<file path="src/rtl/mult_div_unit_pkg.sv">
// ----------------------------------------------------------------------------
// mult_div_unit_pkg
// Shared definitions for the multi-cycle MULT/DIV responder: default operand
// width and iteration count, FSM state encodings and operation encodings.
// No ports (package).
// ----------------------------------------------------------------------------
package mult_div_unit_pkg;

    localparam int unsigned WIDTH_DEF = 32;
    localparam int unsigned STEPS_DEF = 32;

    typedef enum logic [1:0] {
        ST_IDLE = 2'b00,
        ST_RUN  = 2'b01,
        ST_DONE = 2'b10
    } state_e;

    typedef enum logic {
        OP_MULT = 1'b0,
        OP_DIV  = 1'b1
    } op_e;

endpackage

</file>
<file path="src/rtl/mult_div_unit.sv">
// ----------------------------------------------------------------------------
// mult_div_unit
// Multi-cycle signed multiply / divide responder for the control unit.
// Radix-2 shift-add multiply or restoring divide on operand magnitudes, one
// iteration per clock, with sign fix-up applied when the result is registered.
//
// Ports
//   clock       in   1      single clock, all state on posedge
//   reset       in   1      asynchronous, active-low
//   start_mult  in   1      request signed a*b (wins if both starts are high)
//   start_div   in   1      request signed a/b
//   a           in   WIDTH  multiplicand / dividend, sampled at acceptance
//   b           in   WIDTH  multiplier / divisor, sampled at acceptance
//   busy        out  1      high in RUN and DONE; starts ignored while high
//   done        out  1      one-cycle pulse, hi/lo/div_zero valid
//   div_zero    out  1      divisor was zero; held until next accepted start
//   hi          out  WIDTH  product upper half / remainder (sign of dividend)
//   lo          out  WIDTH  product lower half / quotient (toward zero)
// ----------------------------------------------------------------------------
module mult_div_unit
    import mult_div_unit_pkg::*;
#(
    parameter int unsigned WIDTH = WIDTH_DEF,
    parameter int unsigned STEPS = STEPS_DEF
) (
    input  logic             clock,
    input  logic             reset,
    input  logic             start_mult,
    input  logic             start_div,
    input  logic [WIDTH-1:0] a,
    input  logic [WIDTH-1:0] b,
    output logic             busy,
    output logic             done,
    output logic             div_zero,
    output logic [WIDTH-1:0] hi,
    output logic [WIDTH-1:0] lo
);

    localparam int unsigned CNT_W = $clog2(STEPS) + 1;
    localparam int unsigned PW    = 2 * WIDTH;

    // Two's-complement negation at operand width.
    function automatic logic [WIDTH-1:0] f_neg(input logic [WIDTH-1:0] v);
        return ~v + WIDTH'(1);
    endfunction

    // Magnitude of a signed operand; -2^(WIDTH-1) maps to its unsigned value.
    function automatic logic [WIDTH-1:0] f_mag(input logic [WIDTH-1:0] v);
        return v[WIDTH-1] ? f_neg(v) : v;
    endfunction

    state_e             r_state;
    state_e             w_next_state;
    op_e                r_op;
    logic               r_neg_q;
    logic               r_neg_r;
    logic [WIDTH-1:0]   r_opa;
    logic [WIDTH-1:0]   r_opb;
    logic [CNT_W-1:0]   r_cnt;
    logic [PW-1:0]      r_acc;
    logic [WIDTH:0]     r_rem;
    logic [WIDTH-1:0]   r_quo;
    logic [WIDTH-1:0]   r_hi;
    logic [WIDTH-1:0]   r_lo;
    logic               r_div_zero;

    logic               w_accept;
    logic               w_b_zero;
    logic               w_last;
    logic [WIDTH:0]     w_add;
    logic [PW-1:0]      w_acc_next;
    logic [PW-1:0]      w_prod;
    logic [WIDTH:0]     w_shift;
    logic [WIDTH+1:0]   w_diff;
    logic               w_fits;
    logic [WIDTH:0]     w_rem_next;
    logic [WIDTH-1:0]   w_quo_next;
    logic [WIDTH-1:0]   w_quo_s;
    logic [WIDTH-1:0]   w_rem_s;

    assign w_accept = (r_state == ST_IDLE) && (start_mult || start_div);
    assign w_b_zero = (b == {WIDTH{1'b0}});
    assign w_last   = (r_state == ST_RUN) && (r_cnt == CNT_W'(STEPS - 1));

    // Shift-add step: add the multiplicand into the upper half when the
    // multiplier LSB (bottom of the accumulator) is set, then shift right.
    assign w_add      = {1'b0, r_acc[PW-1:WIDTH]} + (r_acc[0] ? {1'b0, r_opa} : {(WIDTH+1){1'b0}});
    assign w_acc_next = {w_add, r_acc[WIDTH-1:1]};
    assign w_prod     = r_neg_q ? (~w_acc_next + PW'(1)) : w_acc_next;

    // Restoring step: an extra top bit on the difference exposes the borrow.
    assign w_shift    = {r_rem[WIDTH-1:0], r_quo[WIDTH-1]};
    assign w_diff     = {1'b0, w_shift} - {2'b00, r_opb};
    assign w_fits     = ~w_diff[WIDTH+1];
    assign w_rem_next = w_fits ? w_diff[WIDTH:0] : w_shift;
    assign w_quo_next = {r_quo[WIDTH-2:0], w_fits};
    assign w_quo_s    = r_neg_q ? f_neg(w_quo_next) : w_quo_next;
    assign w_rem_s    = r_neg_r ? f_neg(w_rem_next[WIDTH-1:0]) : w_rem_next[WIDTH-1:0];

    // FSM next-state decode.
    always_comb begin
        w_next_state = r_state;
        case (r_state)
            ST_IDLE: begin
                if (start_mult) begin
                    w_next_state = ST_RUN;
                end else if (start_div) begin
                    w_next_state = w_b_zero ? ST_DONE : ST_RUN;
                end else begin
                    w_next_state = ST_IDLE;
                end
            end
            ST_RUN: begin
                if (w_last) begin
                    w_next_state = ST_DONE;
                end else begin
                    w_next_state = ST_RUN;
                end
            end
            ST_DONE: w_next_state = ST_IDLE;
            default: w_next_state = ST_IDLE;
        endcase
    end

    // FSM state register.
    always_ff @(posedge clock or negedge reset) begin
        if (!reset) begin
            r_state <= ST_IDLE;
        end else begin
            r_state <= w_next_state;
        end
    end

    // Operation capture at acceptance, shared iteration counter, div_zero flag.
    always_ff @(posedge clock or negedge reset) begin
        if (!reset) begin
            r_op       <= OP_MULT;
            r_neg_q    <= 1'b0;
            r_neg_r    <= 1'b0;
            r_opa      <= {WIDTH{1'b0}};
            r_opb      <= {WIDTH{1'b0}};
            r_cnt      <= {CNT_W{1'b0}};
            r_div_zero <= 1'b0;
        end else if (w_accept) begin
            r_op       <= start_mult ? OP_MULT : OP_DIV;
            r_neg_q    <= a[WIDTH-1] ^ b[WIDTH-1];
            r_neg_r    <= a[WIDTH-1];
            r_opa      <= f_mag(a);
            r_opb      <= f_mag(b);
            r_cnt      <= {CNT_W{1'b0}};
            r_div_zero <= !start_mult && w_b_zero;
        end else if (r_state == ST_RUN) begin
            r_cnt      <= r_cnt + CNT_W'(1);
        end
    end

    // Multiply datapath: accumulator starts as {0, |b|}.
    always_ff @(posedge clock or negedge reset) begin
        if (!reset) begin
            r_acc <= {PW{1'b0}};
        end else if (w_accept) begin
            r_acc <= {{WIDTH{1'b0}}, f_mag(b)};
        end else if ((r_state == ST_RUN) && (r_op == OP_MULT)) begin
            r_acc <= w_acc_next;
        end
    end

    // Divide datapath: dividend magnitude shifts out of r_quo as quotient shifts in.
    always_ff @(posedge clock or negedge reset) begin
        if (!reset) begin
            r_rem <= {(WIDTH+1){1'b0}};
            r_quo <= {WIDTH{1'b0}};
        end else if (w_accept) begin
            r_rem <= {(WIDTH+1){1'b0}};
            r_quo <= f_mag(a);
        end else if ((r_state == ST_RUN) && (r_op == OP_DIV)) begin
            r_rem <= w_rem_next;
            r_quo <= w_quo_next;
        end
    end

    // Result registers: loaded from the final iteration with sign fix-up.
    always_ff @(posedge clock or negedge reset) begin
        if (!reset) begin
            r_hi <= {WIDTH{1'b0}};
            r_lo <= {WIDTH{1'b0}};
        end else if (w_last) begin
            if (r_op == OP_MULT) begin
                r_hi <= w_prod[PW-1:WIDTH];
                r_lo <= w_prod[WIDTH-1:0];
            end else begin
                r_hi <= w_rem_s;
                r_lo <= w_quo_s;
            end
        end
    end

    assign busy     = (r_state != ST_IDLE);
    assign done     = (r_state == ST_DONE);
    assign div_zero = r_div_zero;
    assign hi       = r_hi;
    assign lo       = r_lo;

endmodule
</file>
<file path="config.mk">
export PLATFORM = sky130hd
export DESIGN_NAME = mult_div_unit
export DESIGN_NICKNAME = d
export VERILOG_FILES = /design/src/rtl/mult_div_unit_pkg.sv /design/src/rtl/mult_div_unit.sv
export SDC_FILE = /design/constraint.sdc
export NUM_CORES = 1
export LEC_CHECK = 0
export CAP_MARGIN = 40
export CORE_MARGIN = 2
export CORE_UTILIZATION = 30
export DETAILED_ROUTE_END_ITERATION = 10
export DONT_BUFFER_PORTS = 1
export HOLD_SLACK_MARGIN = 0.05
export MAX_ROUTING_LAYER = met4
export PLACE_DENSITY_LB_ADDON = 0.2
export SYNTH_ARGS = -nofsm -noshare
export SYNTH_HDL_FRONTEND = slang
export SYNTH_SLANG_ARGS = --single-unit
</file>
<file path="constraint.sdc">
create_clock -name clock -period 5 [get_ports clock]
set_input_delay 1 -clock clock [delete_from_list [all_inputs] [get_ports clock]]
set_output_delay 1 -clock clock [all_outputs]
set_load 0.01 [all_outputs]
</file>
==> metrics.md, run 1 <==
| Metric | Value |
|---|---|
| Slew HR | 38.1% |
| Post-synthesis register bit count | 268 |
| Fin cells | 3,202 |
| Final Hold Fails | 0 |
| R2r endpoint | hi[24]$_DFFE_PN0P_ |
| Peak fanout along the critical path | 7 |
| Post-synthesis async set-or-reset flop share | 100% |
| Largest net degree at the start of global routing | 269 |
| Gr usage total | 21.3% |
| Worst Skew | 19.9 ps |
| Clock-pin slew on the worst setup and hold paths | 60 ps |
| GP Congestion | 0.948 |
| Crit path from | r_rem[21]$_DFFE_PN0P_ |
| Antenna violations before repair | 1 |
| Final Cell Area | 21,900 um2 |
| Number of global-route vias before repair | 16,800 |
| Max-slew violations | 0 |
| Period utilization | 94.6% |
| Mapped Area | 19,700 um2 |
| Yosys warnings | 0 |
| Synth cell types | 99 |
| Worst Hold Class | input port to async pin |
| Final setup fails | 0 |
| Clock Sinks | 268 |
| Worst-margin pin slew | 928 ps |
| R2R depth | 17 |
| Synthesized Nets | 2,509 |
| Drt first pass iters | 5 |
| Dpl cell area | 20,700 um2 |
| Std-Cell Rows | 93 |
| Setup CP Type | flip-flop to flip-flop |
| DR vias | 17,900 |
| First-pass GRT wire length | 108,000 um |
| ANT cells | 0 |
| Initial DRC Count | 1,799 |
| Post-synth EDFFs | 0 |
| Die area | 67,600 um2 |
| Setup_tns | 0 ps |
| Core Footprint | 64,600 um2 |
| CTS H-tree lvls | 2 |
| Max cap viols | 0 |
| RSZ-0062 raised after global routing | false |
| CP Capture Point | hi[24]$_DFFE_PN0P_ |
| Max Buffers Root-to-Sink | 3 |
| CTS root buf | clkbuf_16 |
| Remaining DRCs | 0 |
| Avg WL per Cell | 22.3 um |
| Inserted Clock Buffers | 36 |
| Port Buffer Count | 0 |
| Clk_lat worst skew | 560 ps |
| Share of layout cells above drive strength 1 | 7.46% |
| Detail Route Antenna Nets | 0 |
| R2r setup slk | 270 ps |
| Setup crit start kind | flip-flop |
| Io pins | 135 |
| Worst EP required | 5430 ps |
| Top FF cell, synth | dfrtp_1 |
| CTS tree | done |
| Post-synthesis sequential area ratio | 34.1% |
| DR vias/cell | 5.59 |
| Placed cells | 3,141 |
| Run status | completed |
| R2R Path Start | r_rem[21]$_DFFE_PN0P_ |
| Crit path time final | 4730 ps |
| Total global routing overflow | 0 |
| Starting Density | 30.5% |
| Die Ht | 260 um |
| Commonest non-fill, non-tap cell in the layout | nand2_1 |
| Cells after Synth | 2,369 |
| Hpwl dp | 54,500 um |
| Area growth syn-to-layout | 11.1% |
| Fin nets | 2,464 |
| Commonest non-fill, non-tap cells in the layout | 323 x nand2_1, 266 x dfrtp_1, 225 x o21ai_0, 186 x nor2_1, 164 x a21oi_1 |
| Crit end category | flip-flop |
| Width of the die | 260 um |
| Arr. time, crit path | 5160 ps |
| Total wire length | 71,500 um |
| Avg Cell Area, Syn | 8.30 um2 |
| Fmax achieved | 0.211 GHz |
==> Yosys cell counts (5+ instances only) <==
| library cell | count | area, um2 |
|---|---|---|
| o2111ai_1 | 6 | 52.6 |
| a22oi_1 | 10 | 75.1 |
| a31oi_1 | 11 | 68.8 |
| and3_1 | 35 | 219 |
| nand4_1 | 19 | 119 |
| o21a_1 | 18 | 135 |
| xor2_1 | 113 | 990 |
| nor3_1 | 31 | 155 |
| a221o_1 | 37 | 370 |
| o211ai_1 | 26 | 195 |
| nor4_2 | 5 | 62.6 |
| a211oi_1 | 12 | 90.1 |
| inv_1 | 58 | 218 |
| nand2_1 | 324 | 1220 |
| buf_2 | 11 | 55.1 |
| xnor2_1 | 93 | 815 |
| a21boi_0 | 7 | 52.6 |
| o31ai_1 | 50 | 375 |
| ha_1 | 70 | 876 |
| a21oi_1 | 164 | 821 |
| nor2_1 | 191 | 717 |
| o21bai_1 | 5 | 37.5 |
| nor2b_1 | 8 | 50.1 |
| a22o_1 | 24 | 210 |
| a21o_1 | 60 | 450 |
| or2_2 | 14 | 87.6 |
| or3_1 | 37 | 231 |
| mux2i_1 | 25 | 250 |
| nand3b_1 | 5 | 37.5 |
| o21ai_1 | 9 | 45.0 |
| o31a_1 | 10 | 87.6 |
| nor4_1 | 14 | 87.6 |
| nand3_1 | 33 | 165 |
| dfrtp_1 | 268 | 6710 |
| nand4b_1 | 5 | 43.8 |
| o21ai_0 | 228 | 1140 |
| and2_1 | 44 | 275 |
| o41ai_2 | 5 | 81.3 |
| clkbuf_1 | 100 | 375 |
| nand2b_1 | 18 | 113 |
| or4_1 | 27 | 203 |
| and4_1 | 5 | 43.8 |
| o41ai_1 | 21 | 184 |
| buf_1 | 12 | 45.0 |
==> cell type report <==
class / instances / area, um2
Tap cell: 855 / 1070
Clock buffer: 48 / 1010
Sequential cell: 268 / 6710
Multi-Input combinational cell: 1915 / 12300
Clock inverter: 13 / 160
Inverter: 60 / 228
Fill cell: 6812 / 42700
Timing Repair Buffer: 43 / 383
==> logic make-up (layout without fill, tap and decap cells) <==
kind of cell               after synthesis  after routing  synth area share (%)
AOI/OAI and AO/OA                      762            762                  25.7
xor gates and xnor gates               206            206                  9.17
adders and majority gates               72             72                  4.66
buffers and inverters                  186            164                  3.69
DFF                                    268            268                  34.1
muxes                                   29             29                  1.56
and+or+nand+nor                        846            846                  21.1
==> per-stage QoR <==
step | util, % | hold WS [ps] | setup WS (ps)
after floorplan | - | 430 | 12.9
after global placement | 31.9 | 444 | 218
after detailed placement | 32.0 | 452 | 62.3
after CTS | 33.8 | 117 | 62.7
after global routing | 33.8 | 118 | 8.50
final | 33.8 | 138 | 271
==> worst max-delay path: stages, from the launching register on <==
cell and delay [ps]:
dfrtp_1 430, ha_1 410, a21oi_1 110, o21ai_0 480, a21oi_1 120, o211a_1 310, nand2_4 150, nand2_1 70
o21ai_1 150, ha_1 270, nor4b_2 260, nand2_1 100, or4_1 410, o32a_1 270, or2_2 360, o31ai_1 270
xor2_1 120, a221o_1 330
==> worst min path at each step <==
stage | startpoint | end | slack, ps
finish | reset | r_quo[15]$_DFFE_PN0P_ | 140
global route | reset | r_quo[15]$_DFFE_PN0P_ | 120
CTS | reset | r_quo[15]$_DFFE_PN0P_ | 120
detailed placement | r_opa[31]$_DFFE_PN0P_ | r_opa[31]$_DFFE_PN0P_ | 450
global placement | r_opa[31]$_DFFE_PN0P_ | r_opa[31]$_DFFE_PN0P_ | 440
floorplan | r_opa[31]$_DFFE_PN0P_ | r_opa[31]$_DFFE_PN0P_ | 430
==> repair_timing <==
item,CTS,global route
hold buffers,0,0
endpoints found under the hold margin,0,0
resized for setup,0,5
buffers inserted,0,0
setup endpoints to repair,0,7
==> flip-flops by register name, indices dropped and copies added (netlist names), 2 cells and up <==
register	cells
r_acc	64
hi	32
lo	32
r_opa	32
r_opb	32
r_quo	32
r_rem	32
r_cnt	6
r_state	2
==> metal layers <==
metal,part of all wire [%],vias up,GRT usage [%]
met5,0,-,-
met4,1.8,0,4.53
met3,6.4,68,3.38
met2,45,523,32.0
met1,47,8791,30.1
li1,-,8515,-
Power of run 1 is left out: the tool's default activity adds up to more than one toggle a clock period on the data nets, which glitch-free logic cannot reach.
==> inputs of run 2 (changes only) <==
--- a/config.mk
+++ b/config.mk
@@ -12,7 +12,7 @@
 export DONT_BUFFER_PORTS = 1
 export HOLD_SLACK_MARGIN = 0.05
 export MAX_ROUTING_LAYER = met4
-export PLACE_DENSITY_LB_ADDON = 0.2
+export PLACE_DENSITY = 0.56
 export SYNTH_ARGS = -nofsm -noshare
 export SYNTH_HDL_FRONTEND = slang
 export SYNTH_SLANG_ARGS = --single-unit
==> run 2 against run 1 <==
Net effect:
- cell count is 0.16% higher
- clock-buffer cell count is 3 lower
- flip-flop and latch count stayed put
- non-clock buffer count is 1 higher
- highest routed layer unchanged
==> metrics.md, run 2 (same netlist as run 1, synthesis figures left out) <==
| Metric | Value |
|---|---|
| Inserted Clock Buffers | 35 (-2.8%) |
| Port Buffer Count | 0 (unchanged) |
| Max Buffers Root-to-Sink | 3 (unchanged) |
| Max-slew violations | 0 (unchanged) |
| Period utilization | 94.2% (-0.42 points) |
| Crit path time final | 4710 ps (-21.0 ps) |
| Remaining DRCs | 0 (unchanged) |
| Std-Cell Rows | 93 (unchanged) |
| Commonest non-fill, non-tap cells in the layout | 323 x nand2_1, 266 x dfrtp_1, 224 x o21ai_0, 186 x nor2_1, 164 x a21oi_1 |
| Total global routing overflow | 0 (unchanged) |
| Width of the die | 260 um (unchanged) |
| Share of layout cells above drive strength 1 | 7.66% (+0.20 points) |
| Initial DRC Count | 1,747 (-2.9%) |
| Clk_lat worst skew | 570 ps (about the same) |
| Core Footprint | 64,600 um2 (unchanged) |
| Largest stage delay, worst path | 460 ps (-20 ps) |
| Dpl cell area | 20,700 um2 (about the same) |
| Final Cell Area | 21,900 um2 (+0.45%) |
| R2R Path Start | r_rem[2]$_DFFE_PN0P_ |
| Antenna violations before repair | 0 (-1) |
| Core Util, Final | 34.0% (+0.15 points) |
| Commonest non-fill, non-tap cell in the layout | nand2_1 |
| Peak fanout along the critical path | 7 (unchanged) |
| Worst EP required | 5430 ps (about the same) |
| DR vias/cell | 5.65 (+1.1%) |
| CTS tree | done |
| Die area | 67,600 um2 (unchanged) |
| Setup_tns | 0 ps (unchanged) |
| Arr. time, crit path | 5140 ps (-20 ps) |
| Gr usage total | 20.8% (-0.47 points) |
| Reg with most FFs | r_acc |
| GP Congestion | 0.925 (-2.4%) |
| R2R depth | 16 (-1) |
| RSZ-0062 raised after global routing | false |
| Hpwl dp | 53,700 um (-1.5%) |
| Fmax achieved | 0.212 GHz (+0.45%) |
| Setup CP Type | flip-flop to flip-flop |
| Clock Sinks | 268 (unchanged) |
| Worst Hold Class | input port to async pin |
| Avg WL per Cell | 21.9 um (-1.8%) |
| Worst Skew | 25.6 ps (+5.64 ps) |
| DR vias | 18,100 (+1.3%) |
| Drt first pass iters | 5 (unchanged) |
| Max reg flops | 64 (unchanged) |
| Number of global-route vias before repair | 17,200 (+2.3%) |
| Worst-margin pin slew | 950 ps (+22.1 ps) |
| CTS root buf | clkbuf_16 |
| Cell repeated most along the worst path | ha_1 |
| Starting Density | 30.5% (unchanged) |
| CTS H-tree lvls | 2 (unchanged) |
| Crit end category | flip-flop |
| Total wire length | 70,300 um (-1.7%) |
| CP max-delay cell | dfrtp_1 |
| Largest net degree at the start of global routing | 269 (unchanged) |
| Area growth syn-to-layout | 11.6% |
| Max cap viols | 0 (unchanged) |
| Slew HR | 36.7% (-1.5 points) |
| Crit path from | r_rem[2]$_DFFE_PN0P_ |
| CP Capture Point | hi[26]$_DFFE_PN0P_ |
| R2r endpoint | hi[26]$_DFFE_PN0P_ |
| Final setup fails | 0 (unchanged) |
| Fin nets | 2,464 (unchanged) |
| First-pass GRT wire length | 106,000 um (-1.4%) |
| Worst-path cell chain | ha_1, a21o_1, a21oi_2, a211oi_4, o2111ai_4, nand2_4, o21ai_1, ha_1, nor4b_1, nand2_1, or4_1, o32a_1, or2_2, o31ai_1, xor2_1, a221o_1 |
| Setup crit start kind | flip-flop |
| Run status | completed |
| R2r setup slk | 290 ps (+20 ps) |
| Io pins | 135 (unchanged) |
| Detail Route Antenna Nets | 0 (unchanged) |
| Final Hold Fails | 0 (unchanged) |
| Die Ht | 260 um (unchanged) |
| Clock-pin slew on the worst setup and hold paths | 60 ps (about the same) |
[run 2: worst max-delay path, delay by kind of cell (launching register included)]
| kind | cells | cell delay [ps] |
|---|---|---|
| XOR/XNOR | 1 | 120 |
| AND/OR/NAND/NOR | 5 | 1300 |
| AO/OA/AOI/OAI | 8 | 2050 |
| adder cells (fa/ha/maj) | 2 | 650 |
| flip-flops | 1 | 460 |
[run 2: worst min-delay path by stage]
stage | end | slack [ps] | start
2_1_floorplan | r_opa[31]$_DFFE_PN0P_ | 430 | r_opa[31]$_DFFE_PN0P_
3_3_place_gp | r_opa[31]$_DFFE_PN0P_ | 450 | r_opa[31]$_DFFE_PN0P_
6_report | div_zero$_DFFE_PN0P_ | 160 | reset
5_1_grt | div_zero$_DFFE_PN0P_ | 140 | reset
4_1_cts | lo[11]$_DFFE_PN0P_ | 120 | reset
3_5_place_dp | r_opa[31]$_DFFE_PN0P_ | 460 | r_opa[31]$_DFFE_PN0P_
[run 2: area by class of cell]
| class | count | area (um2) |
|---|---|---|
| fill | 6749 | 42600 |
| timing repair buffer | 44 | 410 |
| antenna | 1 | 2.50 |
| clock inverter | 19 | 269 |
| clock buffer | 45 | 973 |
| multi-input combinational | 1915 | 12300 |
| inverter | 60 | 228 |
| sequential | 268 | 6710 |
| tap | 855 | 1070 |
[run 2: stage by stage]
step | std cells | hold WS, ps | setup WS [ps]
2_1_floorplan | 2369 | 430 | 12.9
3_3_place_gp | 3137 | 448 | 335
3_5_place_dp | 3141 | 458 | 221
4_1_cts | 3205 | 117 | 190
5_1_grt | 3206 | 136 | 29.1
6_report | 3207 | 161 | 292
[run 2: routing by layer]
| metal | up-vias | wire, um | GRT usage, % |
|---|---|---|---|
| met5 | - | 0 | - |
| met4 | 0 | 1820 | 6.02 |
| met3 | 82 | 4280 | 2.35 |
| met2 | 579 | 31500 | 31.5 |
| met1 | 8952 | 32700 | 29.2 |
| li1 | 8510 | - | - |
[run 2: repair_timing]
action / 4_1_cts / 5_1_grt
setup buffers: 0 / 1
hold buffers: 0 / 0
gates resized for setup: 0 / 5
hold endpoints to repair: 0 / 0
endpoints found under the setup margin: 0 / 4
Power of run 2 is left out for the same reason.
